## src/rtl/ifetch.sv

```systemverilog
// ---------------------------------------------------------------------------
// ifetch -- instruction fetch stage feeding the decode stage.
//
// Owns the program counter and issues word-aligned fetch requests to the
// instruction memory over a valid/ready handshake. Each issued request takes
// a slot in a small in-order queue. The slot is filled when its response
// returns. The oldest filled slot is presented to decode as {pc, instr}.
// A redirect flushes the queue and restarts fetch at a new PC. Responses
// that are still in flight at that moment are counted in `drop` and
// discarded when they arrive.
//
// Parameters:
//   RESET_PC  first PC fetched after reset (word aligned)
//   DEPTH     queue slots (power of two, 2..8); bounds the number of
//             outstanding plus buffered fetches
//
// Ports:
//   i_clk             clock, all state changes on the rising edge
//   i_rst_n           synchronous active-low reset
//   o_imem_req_valid  fetch request valid
//   i_imem_req_ready  memory accepts the request this cycle
//   o_imem_req_addr   fetch address (current PC)
//   i_imem_rsp_valid  in-order response valid, always accepted
//   i_imem_rsp_data   fetched instruction word
//   i_redirect        flush and restart fetch at i_redirect_pc
//   i_redirect_pc     new PC, bits [1:0] ignored
//   o_if_valid        head entry valid toward decode
//   i_if_ready        decode accepts the head entry
//   o_if_pc           PC of the head entry
//   o_if_instr        instruction of the head entry
// ---------------------------------------------------------------------------
module ifetch #(
    parameter logic [31:0] RESET_PC = 32'h0000_0000,
    parameter int          DEPTH    = 2
) (
    input  logic        i_clk,
    input  logic        i_rst_n,
    output logic        o_imem_req_valid,
    input  logic        i_imem_req_ready,
    output logic [31:0] o_imem_req_addr,
    input  logic        i_imem_rsp_valid,
    input  logic [31:0] i_imem_rsp_data,
    input  logic        i_redirect,
    input  logic [31:0] i_redirect_pc,
    output logic        o_if_valid,
    input  logic        i_if_ready,
    output logic [31:0] o_if_pc,
    output logic [31:0] o_if_instr
);

    localparam int            PW      = $clog2(DEPTH);
    localparam int            CW      = $clog2(DEPTH) + 1;
    localparam logic [CW-1:0] DEPTH_C = CW'(DEPTH);

    // Control state
    logic [31:0]      pc;
    logic [DEPTH-1:0] q_filled;
    logic [PW-1:0]    head;
    logic [PW-1:0]    tail;
    logic [PW-1:0]    fill_ptr;
    logic [CW-1:0]    used;      // allocated slots, filled or not
    logic [CW-1:0]    unfilled;  // allocated slots still waiting for data
    logic [CW-1:0]    drop;      // stale responses still to be discarded

    // Data storage (not reset; only read when the slot is marked filled)
    logic [31:0] q_pc    [DEPTH];
    logic [31:0] q_instr [DEPTH];

    logic          req_valid;
    logic          if_valid;
    logic          do_pop;
    logic          do_alloc;
    logic          rsp_fill;
    logic          rsp_drop;
    logic [CW:0]   budget;
    logic [CW-1:0] inflight;
    logic [CW-1:0] redirect_drop;
    logic          unused_pc_bits;

    // Slots in use plus stale responses still owed. This uses the occupancy
    // before any pop, so i_if_ready has no path to o_imem_req_valid.
    assign budget    = {1'b0, used} + {1'b0, drop};
    assign req_valid = i_rst_n && !i_redirect && (budget < {1'b0, DEPTH_C});
    assign do_alloc  = req_valid && i_imem_req_ready;

    assign if_valid  = i_rst_n && q_filled[head];
    assign do_pop    = if_valid && i_if_ready;

    // While stale responses are owed they are consumed first. A response
    // with nothing outstanding is a protocol error and is ignored.
    assign rsp_drop  = i_imem_rsp_valid && (drop != '0);
    assign rsp_fill  = i_imem_rsp_valid && (drop == '0) && (unfilled != '0);

    // On a redirect, every request still in flight becomes a stale response.
    // A response arriving in the same cycle has already come back, so it
    // is not counted.
    assign inflight      = drop + unfilled;
    assign redirect_drop = inflight - CW'(i_imem_rsp_valid && (inflight != '0));

    assign unused_pc_bits = ^i_redirect_pc[1:0];

    always_ff @(posedge i_clk) begin
        if (!i_rst_n) begin
            pc       <= RESET_PC;
            q_filled <= '0;
            head     <= '0;
            tail     <= '0;
            fill_ptr <= '0;
            used     <= '0;
            unfilled <= '0;
            drop     <= '0;
        end else if (i_redirect) begin
            // A redirect overrides any pop, fill or allocation in the same cycle
            pc       <= {i_redirect_pc[31:2], 2'b00};
            q_filled <= '0;
            head     <= '0;
            tail     <= '0;
            fill_ptr <= '0;
            used     <= '0;
            unfilled <= '0;
            drop     <= redirect_drop;
        end else begin
            // Pop, allocate and fill always touch different slots. The head
            // is filled, the fill target is unfilled, and an allocation
            // needs a free slot.
            if (do_pop) begin
                q_filled[head] <= 1'b0;
                head           <= head + PW'(1);
            end
            if (do_alloc) begin
                tail <= tail + PW'(1);
                pc   <= pc + 32'd4;
            end
            if (rsp_fill) begin
                q_filled[fill_ptr] <= 1'b1;
                fill_ptr           <= fill_ptr + PW'(1);
            end
            if (rsp_drop) begin
                drop <= drop - CW'(1);
            end
            used     <= used + CW'(do_alloc) - CW'(do_pop);
            unfilled <= unfilled + CW'(do_alloc) - CW'(rsp_fill);
        end
    end

    always_ff @(posedge i_clk) begin
        if (do_alloc) begin
            q_pc[tail] <= pc;
        end
        if (rsp_fill) begin
            q_instr[fill_ptr] <= i_imem_rsp_data;
        end
    end

    assign o_imem_req_valid = req_valid;
    assign o_imem_req_addr  = pc;
    assign o_if_valid       = if_valid;
    // Zero when the head is not valid, so the outputs read 0 after reset
    // even though the storage itself is not cleared.
    assign o_if_pc          = if_valid ? q_pc[head]    : 32'h0;
    assign o_if_instr       = if_valid ? q_instr[head] : 32'h0;

endmodule

```

## config.mk

```make
export PLATFORM = sky130hd
export DESIGN_NAME = ifetch
export DESIGN_NICKNAME = d
export VERILOG_FILES = /design/src/rtl/ifetch.sv
export SDC_FILE = /design/constraint.sdc
export NUM_CORES = 1
export LEC_CHECK = 0
export ABC_AREA = 1
export CORE_UTILIZATION = 41
export DETAILED_ROUTE_END_ITERATION = 7
export HOLD_SLACK_MARGIN = 0.05
export PLACE_DENSITY_LB_ADDON = 0.1
export RECOVER_POWER = 25
export SETUP_SLACK_MARGIN = 0.3
export SLEW_MARGIN = 10
export SYNTH_ARGS = -nofsm -noshare
export SYNTH_HDL_FRONTEND = slang
export SYNTH_SLANG_ARGS = --single-unit
```

## constraint.sdc

```tcl
create_clock -name i_clk -period 4.3 [get_ports i_clk]
set_input_delay 0.43 -clock i_clk [delete_from_list [all_inputs] [get_ports i_clk]]
set_output_delay 0.43 -clock i_clk [all_outputs]
set_load 0.005 [all_outputs]
```

### Yosys cells after proc, flatten, opt, wreduce, memory -nomap -nowiden

Memory sizes are Yosys's and may differ from the RTL's. A register that Yosys moved wholly into a read port is not among the register bits.
Cells that the tools add are included.

| operators by class | value |
|---|---|
| add/sub/neg operators | 12 |
| bitwise logic cells | 4 |
| reductions and logical operators | 19 |
| $lt $le $gt $ge | 5 |
| muxes and demuxes | 24 |

Operators with widths:

| operator | count |
|---|---|
| $mux W32 | 4 |
| $add A32 B3 Y32 const B | 1 |
| $mux W1 | 12 |
| $mux W2 | 6 |
| $logic_and A1 B1 Y1 | 11 |
| $reduce_bool A2 Y1 | 5 |
| $sub A2 B1 Y2 | 3 |
| $add A2 B1 Y2 | 2 |
| $lt A1 B2 Y1 const B | 2 |
| $add A1 B1 Y1 const B | 3 |
| $add A2 B2 Y3 | 1 |
| $lt A3 B2 Y1 const B | 1 |
| $add A2 B2 Y2 | 1 |
| $and A2 B2 Y2 | 1 |
| $demux W1 S1 | 2 |
| $ge A1 B1 Y1 const B | 2 |
| $logic_not A2 Y1 | 1 |
| $not A2 Y2 | 1 |
| $or A2 B2 Y2 | 1 |
| $reduce_or A2 Y1 | 1 |
| $sub A2 B1 Y2 const B | 1 |
| $logic_not A1 Y1 | 1 |
| $not A1 Y1 | 1 |

| storage, ports and cells | value |
|---|---|
| register bits after elaboration | 43 |
| memory bits (writable) | 128 |
| word-level logic and storage cells | 75 |
| output and inout port bits | 98 |
| memories kept | 2 |
| bits of input ports | 70 |

Memory list:

| memory | depth | width | read ports | clocked after memory_dff | write ports | line | text |
|---|---|---|---|---|---|---|---|
| q_instr | 2 | 32 | 1 | 1 | 1 | 67 | `logic [31:0] q_instr [DEPTH];` |
| q_pc | 2 | 32 | 1 | 1 | 1 | 66 | `logic [31:0] q_pc [DEPTH];` |

### Longest topological paths before layout

Gate-level depths: netlist of run 1.

| depth | value |
|---|---|
| depth after elaboration | 11 |
| gate-level depth with buffers | 13 |
| gate-level depth less buffers | 12 |

### Worst setup path before layout of run 1

No wires, ideal clock.

| timing path | value |
|---|---|
| kind | flip-flop to flip-flop |
| start point | reg drop[1] |
| end point | mem q_pc[0][10], enable pin |
| cell stages (with the launch flop) | 6 |
| setup time | 0.417 ns |
| required time | 3.883 ns |
| period minus slack after synthesis | 3.073 ns |
| data arrival time | 2.656 ns |
| path buffers | 1 |
| path slack | 1.227 ns |
| cell sequence | dfxtp_1 > fa_1 > nor2_1 > nand3_4 > buf_2 > nor2_1 |

| on the way | value |
|---|---|
| cells in the longest elaborated chain, start to end | 6 |

Ends and longest elaborated chain:

| what | line | text |
|---|---|---|
| start: declaration | 63 | `logic [CW-1:0] drop;` |
| start signal: assignment | 121 | `drop <= redirect_drop;` |
| start signal: assignment | 139 | `drop <= drop - CW'(1);` |
| $add A2 B2 Y3 | 82 | `assign budget = {1'b0, used} + {1'b0, drop};` |
| $lt A3 B2 Y1 | 83 | `assign req_valid = i_rst_n && !i_redirect && (budget < {1'b0, DEPTH_C});` |
| $logic_and A1 B1 Y1 | 83 |  |
| $logic_and A1 B1 Y1 | 84 | `assign do_alloc = req_valid && i_imem_req_ready;` |
| $mux W1 | 147 | `if (do_alloc) begin` |
| $mux W1 (not written as such) | 148 | `q_pc[tail] <= pc;` |
| end: declaration | 66 |  |

Every way passes these cells.

### Final worst setup path of run 1

| timing path | value |
|---|---|
| start point | reg head |
| end point | out o_if_instr[17] |

| on the way | value |
|---|---|
| cells in the longest elaborated chain, start to end | 4 |

Ends and longest elaborated chain:

| what | line | text |
|---|---|---|
| start: declaration | 58 | `logic [PW-1:0] head;` |
| start signal: assignment | 128 | `head <= head + PW'(1);` |
| $mux W1 (not written as such) (2 in series) | 86 | `assign if_valid = i_rst_n && q_filled[head];` |
| $logic_and A1 B1 Y1 | 86 |  |
| $mux W32 | 161 | `assign o_if_instr = if_valid ? q_instr[head] : 32'h0;` |
| end: declaration | 48 | `output logic [31:0] o_if_instr` |

Every way passes these cells. The select of a mux whose other input is x is not followed.

==> run_results.csv, run 1 <==
group,metric,value,unit
run_status,outcome,"completed",
detailed_routing,wirelength,18300,µm
critical_path,critPathArrivalTime,2700,ps
critical_path,worstPathRequired,3870,ps
floorplan,start_util,42.6,%
timing,finalSetupTns,0,ps
cts,root_buffer,"clkbuf_16",
power,vdd_drop_max,0.000272,V
yosys,synth.distinct_cells,34,
cells_and_area,synthToLayoutAreaGrowth,32.6,%
cts,cts_setup_buffers,0,
cts,cts_sinks,166,
detailed_routing,vias,5886,
floorplan,fp-row-count,48,
grt,grt_max_degree,63,
placed_design,hpwl,12400,µm
cts,cts_max_level,4,
timing,rsz0062_at_grt,"no",
detailed_routing,vias_per_cell,4.89,
detailed_routing,drc,0,
timing,fin_crit,3130,ps
critical_path,critPathLaunch,"head",
grt,antenna_found_initial,1,
placed_design,io_buffers,161,
cts,cts_buffers,17,
critical_path,r2r_start,"drop[1]",
critical_path,critical_path_class,"reg -> out",
detailed_routing,antenna_left,0,
grt,gr-total-overflow,0,
placed_design,routabilityCongestion,0.890,
grt,grt_pass1_vias,5266,
detailed_routing,post_drt_wl_per_cell,15.2,µm
grt,grt_pass1_wl,28100,µm
yosys,synth_warnings,0,
floorplan,coreArea,17500,µm²
yosys,synth_largest_area_cell,"edfxtp_1",
timing,max_freq,0.320,GHz
cts,clock_latency,420,ps
critical_path,start_kind,"flop",
floorplan,die_area,18700,µm²
power,leakagePower,3.70,nW
floorplan,die_h,137,µm
worst_hold_path,hold_path_startpoint,"q_filled[0]",
cts,cts.clk_slew.worst_paths,60,ps
floorplan,io_pins,168,
yosys,yosys-top-cells-area,"edfxtp_1 50%, nand2_1 13%, dfxtp_1 11%",
timing,finalClockSkew,10.0,ps
yosys,synth_area,7440,µm²
yosys,ys_seq_elements,166,
yosys,syn_avg_cell_area,9.23,µm²
timing,relSlewSlack,29.7,%
timing,maxSlewViolCount,0,
power,p_per_area,355,nW/µm²
critical_path,cp-end-kind,"output pin",
cts,cts-resized-gates,0,
worst_hold_path,min_path_type,"reg -> reg",
yosys,netlist_instances,806,
flow_run,max-cap-violations,0,
timing,setup_viol,0,
cells_and_area,drive_gt1_share,6.85,%
detailed_routing,firstDrtPassIters,5,
timing,hold_viol_final,0,
cts,cts_tree,"built",
cts,cts_hold_buffers,0,
grt,grt_use_total,20.1,%
cells_and_area,nets,1043,
critical_path,cp_max_fo,36,
floorplan,dieWidth,137,µm
detailed_routing,first_iter_violations,376,
power,fin_total_pwr,3.50,mW
yosys,ys_seq_area_share,61.4,%
timing,period_share,72.7,%
cts,clockBufferDepth,2,
timing,tightest_slew,1050,ps
yosys,post-synth-top-area-fraction,50.1,%
## layout by cell type, fill, tap and decap left out, drive strengths merged
master	instances
nand2	267
clkdlybuf4s50	129
nand3	35
nor3	3
nor2	54
dfxtp	42
clkinvlp	5
dlygate4sd3	32
xor2	8
ha	7
xnor2	3
bufinv	1
fa	1
a31oi	4
clkinv	4
clkbuf	19
o22ai	1
o211ai	3
o21ai	27
nand4	8
or2	2
diode	1
inv	86
buf	11
nand3b	2
conb	4
o21a	1
edfxtp	124
and2	1
a21oi	94
## state kept, by name, indices dropped and copies added, names as in the netlist, named ones only
| register | cells |
|---|---|
| drop | 2 |
| used | 2 |
| head | 1 |
| q_instr | 64 |
| fill_ptr | 1 |
| q_pc | 60 |
| tail | 1 |
| unfilled | 2 |
| q_filled | 2 |
| o_imem_req_addr | 30 |
## cell families after synthesis
family	count (synthesis)	synth area share, %
other	1	0.0504
DFF	166	61.4
xor gates and xnor gates	11	1.30
adders and majority gates	8	1.45
buffers and inverters	118	6.27
and+or+nand+nor	372	20.6
AOI/OAI and AO/OA	130	9.02
## layer usage
| layer | share of wire [%] | global-route usage, % | vias to the layer above |
|---|---|---|---|
| met2 | 47 | 32.0 | 172 |
| li1 | - | - | 2978 |
| met1 | 46 | 27.5 | 2713 |
| met5 | 0 | 0 | - |
| met4 | 1.5 | 7.59 | 0 |
| met3 | 5.8 | 3.30 | 23 |
## worst max-delay path, stage by stage (launching register included)
cell and delay [ps]:
dfxtp_1 370, inv_1 120, o21ai_4 690, buf_4 500
a21oi_1 110, clkdlybuf4s50_1 470
## final timing paths
| path | end | slack (ps) | cells after the start |
|---|---|---|---|
| setup / recovery | o_if_instr[17] | 1170 | 5 |
| hold / removal | q_filled[0] | 480 | 2 |
| setup reg to reg | used[1] | 1710 | 9 |
| hold reg to reg | q_filled[0] | 480 | 2 |
## layout make-up
cell class | count | area, µm²
tap | 225 | 282
antenna | 1 | 2.50
sequential | 166 | 4570
multi-input combinational | 525 | 2440
fill | 1572 | 7620
clock buffer | 19 | 443
clock inverter | 13 | 124
inverter | 83 | 312
timing repair buffer | 172 | 1690
## cells in the mapped netlist
| cell type | number |
|---|---|
| a21oi_1 | 94 |
| a31oi_1 | 4 |
| and2_1 | 1 |
| buf_1 | 1 |
| buf_2 | 4 |
| buf_4 | 5 |
| clkbuf_1 | 25 |
| conb_1 | 1 |
| dfxtp_1 | 42 |
| edfxtp_1 | 124 |
| fa_1 | 1 |
| ha_1 | 7 |
| inv_1 | 74 |
| inv_2 | 9 |
| nand2_1 | 266 |
| nand2_2 | 1 |
| nand3_1 | 33 |
| nand3_2 | 1 |
| nand3_4 | 1 |
| nand3b_1 | 2 |
| nand4_1 | 8 |
| nor2_1 | 48 |
| nor2_2 | 3 |
| nor2_4 | 3 |
| nor3_1 | 3 |
| o211ai_1 | 3 |
| o21a_1 | 1 |
| o21ai_0 | 20 |
| o21ai_1 | 6 |
| o21ai_2 | 1 |
| o22ai_1 | 1 |
| or2_2 | 2 |
| xnor2_1 | 3 |
| xor2_1 | 8 |
## power by group
| group | switching, mW | internal, mW |
|---|---|---|
| sequential | 0.0485 | 1.76 |
| clock | 0.633 | 0.818 |
| combinational | 0.117 | 0.126 |
| total | 0.799 | 2.71 |
## stage by stage
| step | setup WS [ps] | instance area, µm² | utilization, % | hold WS (ps) | std cells |
|---|---|---|---|---|---|
| floorplan | 1230 | 7450 | - | 450 | 809 |
| global placement | 1280 | 9290 | 53.2 | 463 | 1171 |
| CTS | 1110 | 9860 | 56.4 | 480 | 1203 |
| finish | 1170 | 9860 | 56.4 | 478 | 1204 |
| detailed placement | 1240 | 9290 | 53.2 | 469 | 1171 |
| global route | 980 | 9860 | 56.4 | 498 | 1204 |
Note: power is estimated with default switching activity, not from simulation.
==> inputs of run 2 (changes only) <==
Clock period 4.3 ns to 2.93 ns, I/O delays scaled along.
==> run 2 against run 1 <==
Hold slack got worse by 36 ps; sequential share of layout area decreased by 0.40 points; core utilization increased by 0.50 points; clock skew decreased by 0.92 ps; clock power increased by 50%; global-route usage decreased by 0.097 points; sequential power increased by 47%; largest cell class unchanged; highest routed layer unchanged.
==> run_results.csv, run 2 (synthesis results as in run 1) <==
group,metric,value,unit
run_status,outcome,"completed",
grt,grt_use_total,20.0,%
floorplan,die_h,137,µm
power,p_per_area,523,nW/µm²
timing,rsz0062_at_grt,"yes",
cts,cts_hold_buffers,0,
power,p_clk_share,42.0,%
timing,maxSlewViolCount,0,
placed_design,hpwl,12000,µm
cts,clockBufferDepth,2,
worst_hold_path,min_path_type,"in -> reg",
cts,clock_latency,420,ps
grt,grt_util_met2,32.4,%
power,fin_total_pwr,5.20,mW
critical_path,path_cells,"nand2_1 > inv_1 > fa_1 > nor2_1 > nand2_1 > inv_1 > clkdlybuf4s50_1",
grt,grt_use_met3,4.67,%
detailed_routing,firstDrtPassIters,6,
cells_and_area,antennaDiodeCount,0,
power,p_sw_share,22.1,%
detailed_routing,first_iter_violations,333,
timing,hold_viol_final,0,
critical_path,critical_path_class,"reg -> out",
timing,max_freq,0.404,GHz
cells_and_area,n_fill_cell,1541,
power,seq_power_share,51.0,%
placed_design,io_buffers,161,
flow_run,max-cap-violations,0,
cts,root_buffer,"clkbuf_16",
grt,antenna_found_initial,0,
cts,cts_sinks,166,
cts,cts_buffers,17,
cells_and_area,synthToLayoutAreaGrowth,33.7,%
detailed_routing,wirelength,18100,µm
grt,grt_use_met1,26.5,%
detailed_routing,post_drt_wl_per_cell,15.0,µm
critical_path,cp-end-kind,"output pin",
cts,cts_tree,"built",
placed_design,placedCellCount,1174,
cells_and_area,drive_gt1_share,7.14,%
floorplan,die_area,18700,µm²
floorplan,start_util,42.6,%
critical_path,slowest_stage,"clkdlybuf4s50_1",
power,p_switching,1.15,mW
timing,fin_crit,2470,ps
cells_and_area,fin_cells,1206,
cells_and_area,final_common_cell,"nand2_1",
detailed_routing,vias_per_cell,4.86,
critical_path,crit_buf_inv,3,
power,leakagePower,3.74,nW
floorplan,io_pins,168,
cells_and_area,largest_register,"q_instr",
critical_path,cp_max_fo,4,
critical_path,slowest_delay,490,ps
detailed_routing,drc,0,
floorplan,coreArea,17500,µm²
timing,finalClockSkew,9.11,ps
cells_and_area,largest_reg_flops,64,
grt,grt_pass1_vias,5373,
grt,gr-total-overflow,0,
timing,setup_viol,0,
timing,period_share,84.4,%
power,intPower,4.05,mW
critical_path,crit_family,"buffers and inverters",
floorplan,dieWidth,137,µm
cts,cts_max_level,4,
grt,grt_pass1_wl,28000,µm
cells_and_area,nets,1046,
detailed_routing,antenna_left,0,
cts,cts.clk_slew.worst_paths,70,ps
critical_path,start_kind,"flop",
timing,finalSetupTns,0,ps
critical_path,worstPathRequired,2640,ps
detailed_routing,vias,5859,
cells_and_area,final_cell_mix,"266 x nand2_1, 129 x clkdlybuf4s50_1, 124 x edfxtp_1",
power,combPwrFrac,7.0,%
floorplan,fp-row-count,48,
critical_path,critPathArrivalTime,2180,ps
grt,grt_busiest_layer,"met2",
grt,grt_max_degree,63,
placed_design,routabilityCongestion,0.873,
power,vdd_drop_max,0.000435,V
-- run 2: layer usage --
metal	share of wire, %	up-vias	wire (µm)
li1	-	2977	-
met5	0	-	0
met3	6.9	18	1250
met4	1.5	0	264
met2	47	186	8440
met1	45	2678	8150
-- run 2: final timing paths --
| path | cells past startpoint | from | slack (ps) | endpoint |
|---|---|---|---|---|
| max | 7 | drop[0] | 460 | o_imem_req_valid |
| min reg2reg | 2 | q_filled[0] | 470 | q_filled[0] |
| min | 3 | i_redirect_pc[8] | 440 | o_imem_req_addr[8] |
| max reg2reg | 11 | drop[0] | 470 | used[1] |
-- run 2: power groups by stage --
stage          sequential [mW]  clock [mW]  combinational, mW
2_1_floorplan             2.68           0              0.164
3_3_place_gp              2.71           0              0.366
3_5_place_dp              2.71           0              0.370
4_1_cts                   2.66        2.22              0.373
5_1_grt                   2.67        2.32              0.407
6_report                  2.66        2.18              0.363
-- run 2: what timing repair did --
item,in CTS,in global routing
endpoints found under the setup margin,0,9
resized for setup,0,3
buffers inserted,0,0
-- run 2: metrics by stage --
step                hold WS (ps)  setup slack [ps]  utilization [%]  cell area [µm²]
global placement             462               412             53.6             9360
global route                 446               279             56.9             9950
finish                       441               456             56.9             9950
floorplan                    392              -143                -             7450
CTS                          431               418             56.9             9940
detailed placement           476               380             53.6             9360
-- run 2: layout make-up --
class	count	area, µm²	area share (%)
sequential	166	4570	45.9
clock buffer	20	447	4.49
multi-input combinational	525	2440	24.5
clock inverter	12	130	1.31
tap	225	282	2.83
inverter	83	312	3.13
timing repair buffer	175	1770	17.8
-- run 2: worst min-delay path, delay by kind of cell --
| family | cells | cell delay (ps) |
|---|---|---|
| simple gates | 1 | 70 |
| buf+inv | 1 | 400 |
| compound gates | 1 | 60 |
==> inputs of run 3 (changes only) <==
Clock period 2.93 ns to 2.2 ns, I/O delays scaled along.
==> run 3 against run 2 <==
The flow now finishes with violations (setup timing); first-iteration DRC count rose by 22%; combinational power rose by 81%; global-route usage rose by 1.2 points; sequential share of layout area fell by 5.8 points; critical path depth rose by 4; highest routed layer unchanged; core utilization rose by 8.3 points; total power rose by 36%; largest power group unchanged; sequential power rose by 33%; clock skew barely moved; cell area rose by 15%; via count rose by 8.9%.
==> run_results.csv, run 3 (synthesis results as in run 1) <==
group,metric,value,unit
run_status,outcome,"finished, violations left",
run_status,violations,"setup timing",
critical_path,critPathLaunch,"drop[0]",
worst_hold_path,min_path_type,"in -> reg",
grt,grt_max_degree,60,
cts,root_buffer,"clkbuf_16",
cells_and_area,final_common_cell,"nand2_1",
floorplan,start_util,42.6,%
grt,antenna_found_initial,0,
detailed_routing,firstDrtPassIters,5,
critical_path,cp_max_fo,30,
critical_path,r2r_start,"drop[0]",
timing,maxSlewViolCount,0,
cells_and_area,synthToLayoutAreaGrowth,53.2,%
timing,setup_viol,38,
cells_and_area,antennaDiodeCount,0,
cts,cts_tree,"built",
placed_design,hpwl,12900,µm
cells_and_area,nets,1129,
detailed_routing,wirelength,21700,µm
placed_design,routabilityCongestion,0.882,
detailed_routing,post_drt_wl_per_cell,16.8,µm
critical_path,path_cells,"nand2_2 > inv_2 > fa_1 > nor2_2 > buf_4 > nand3_4 > buf_4 > buf_6 > buf_12 > nor2_4 > buf_12",
timing,finalClockSkew,9.28,ps
cts,cts_sinks,166,
critical_path,cp-end-kind,"flop",
timing,hold_viol_final,0,
timing,rsz0062_at_grt,"yes",
floorplan,fp-row-count,48,
placed_design,dp_slack,-64.7,ps
cells_and_area,n_fill_cell,1451,
cts,cts_buffers,17,
floorplan,dieWidth,137,µm
cells_and_area,final_cell_mix,"246 x nand2_1, 124 x edfxtp_1, 65 x clkdlybuf4s50_1",
timing,setup_ws,-78.1,ps
power,fin_total_pwr,7.10,mW
cts,cts_hold_buffers,0,
cells_and_area,fin_cells,1289,
critical_path,start_kind,"flop",
grt,grt_use_total,21.2,%
detailed_routing,vias_per_cell,4.95,
timing,max_freq,0.439,GHz
critical_path,crit_family,"buffers and inverters",
cts,clockBufferDepth,2,
cells_and_area,largest_reg_flops,64,
floorplan,die_h,137,µm
placed_design,placedCellCount,1194,
cts,cts_max_level,4,
cells_and_area,largest_register,"q_instr",
grt,grt_pass1_vias,5675,
grt,gr-total-overflow,0,
detailed_routing,antenna_left,0,
cells_and_area,drive_gt1_share,31.3,%
critical_path,critPathArrivalTime,2390,ps
cts,cts.clk_slew.worst_paths,60,ps
critical_path,worstPathRequired,2310,ps
timing,period_share,104,%
critical_path,crit_buf_inv,6,
grt,grt_pass1_wl,29400,µm
power,vdd_drop_max,0.000566,V
power,leakagePower,4.59,nW
cells_and_area,final_core_util,65.2,%
detailed_routing,first_iter_violations,405,
flow_run,max-cap-violations,0,
detailed_routing,drc,0,
floorplan,io_pins,168,
critical_path,critical_path_class,"reg -> reg",
critical_path,slowest_delay,490,ps
cells_and_area,final_area,11400,µm²
power,p_per_area,623,nW/µm²
placed_design,io_buffers,161,
placed_design,placed_cell_area,9600,µm²
worst_hold_path,hold_path_startpoint,"i_redirect_pc[7]",
critical_path,slowest_stage,"fa_1",
timing,fin_crit,2280,ps
detailed_routing,vias,6380,
floorplan,coreArea,17500,µm²
floorplan,die_area,18700,µm²
cts,clock_latency,420,ps
## run 3: changes by cell type in the layout (fill, tap and decap cells not counted), sizes merged, moves of 2 or more
cell           before  now
buf                14  126
clkdlybuf4s50     129   65
clkbuf             20   47
clkdlybuf4s15       0    4
dlygate4sd2         0    3
clkinv              4    6
inv                85   83
## run 3: report_power, final
group	switching, mW	internal, mW	total [mW]
logic	0.311	0.346	0.657
registers	0.0918	3.44	3.53
clock network	1.20	1.71	2.91
## run 3: per-stage QoR
step / setup TNS [ps] / hold WS [ps]
after global routing: -9940 / 417
after global placement: -669 / 464
after CTS: -399 / 363
after floorplan: -59.0 / 319
final: -2050 / 395
after detailed placement: -698 / 472
## run 3: what timing repair did
item	4_1_cts	5_1_grt
endpoints found under the hold margin	0	0
gates cloned	4	12
pin swaps	36	42
gates resized for setup	186	257
setup buffers	21	26
endpoints found under the setup margin	157	209
## run 3: final timing paths
path	end	slack (ps)	depth (start not counted)
setup / recovery	q_pc[0][25]	-80	11
hold reg to reg	q_filled[0]	490	2
setup reg to reg	q_pc[0][25]	-80	11
hold / removal	o_imem_req_addr[7]	390	3
## run 3: cell type report
| type | count | area (µm²) | area share (%) |
|---|---|---|---|
| inverter | 83 | 345 | 3.03 |
| clock inverter | 11 | 126 | 1.11 |
| tap | 225 | 282 | 2.47 |
| clock buffer | 21 | 450 | 3.95 |
| sequential | 166 | 4580 | 40.1 |
| multi-input combinational | 525 | 2970 | 26.0 |
| timing repair inverter | 1 | 11.3 | 0.0988 |
| timing repair buffer | 257 | 2640 | 23.2 |
## run 3: layer usage
metal	vias up	share of wire [%]	track usage, %
met4	0	1.6	7.16
met1	3012	43	27.6
met3	26	5.7	3.70
met5	-	0	0
li1	3162	-	-
met2	180	50	35.6
## run 3: worst register-to-register path: stages, from the launching register on
cell and delay (ps):
dfxtp_2 320, nand2_2 60, inv_2 40, fa_1 490, nor2_2 120, buf_4 130, nand3_4 90, buf_4 150
buf_6 120, buf_12 120, nor2_4 90, buf_12 200
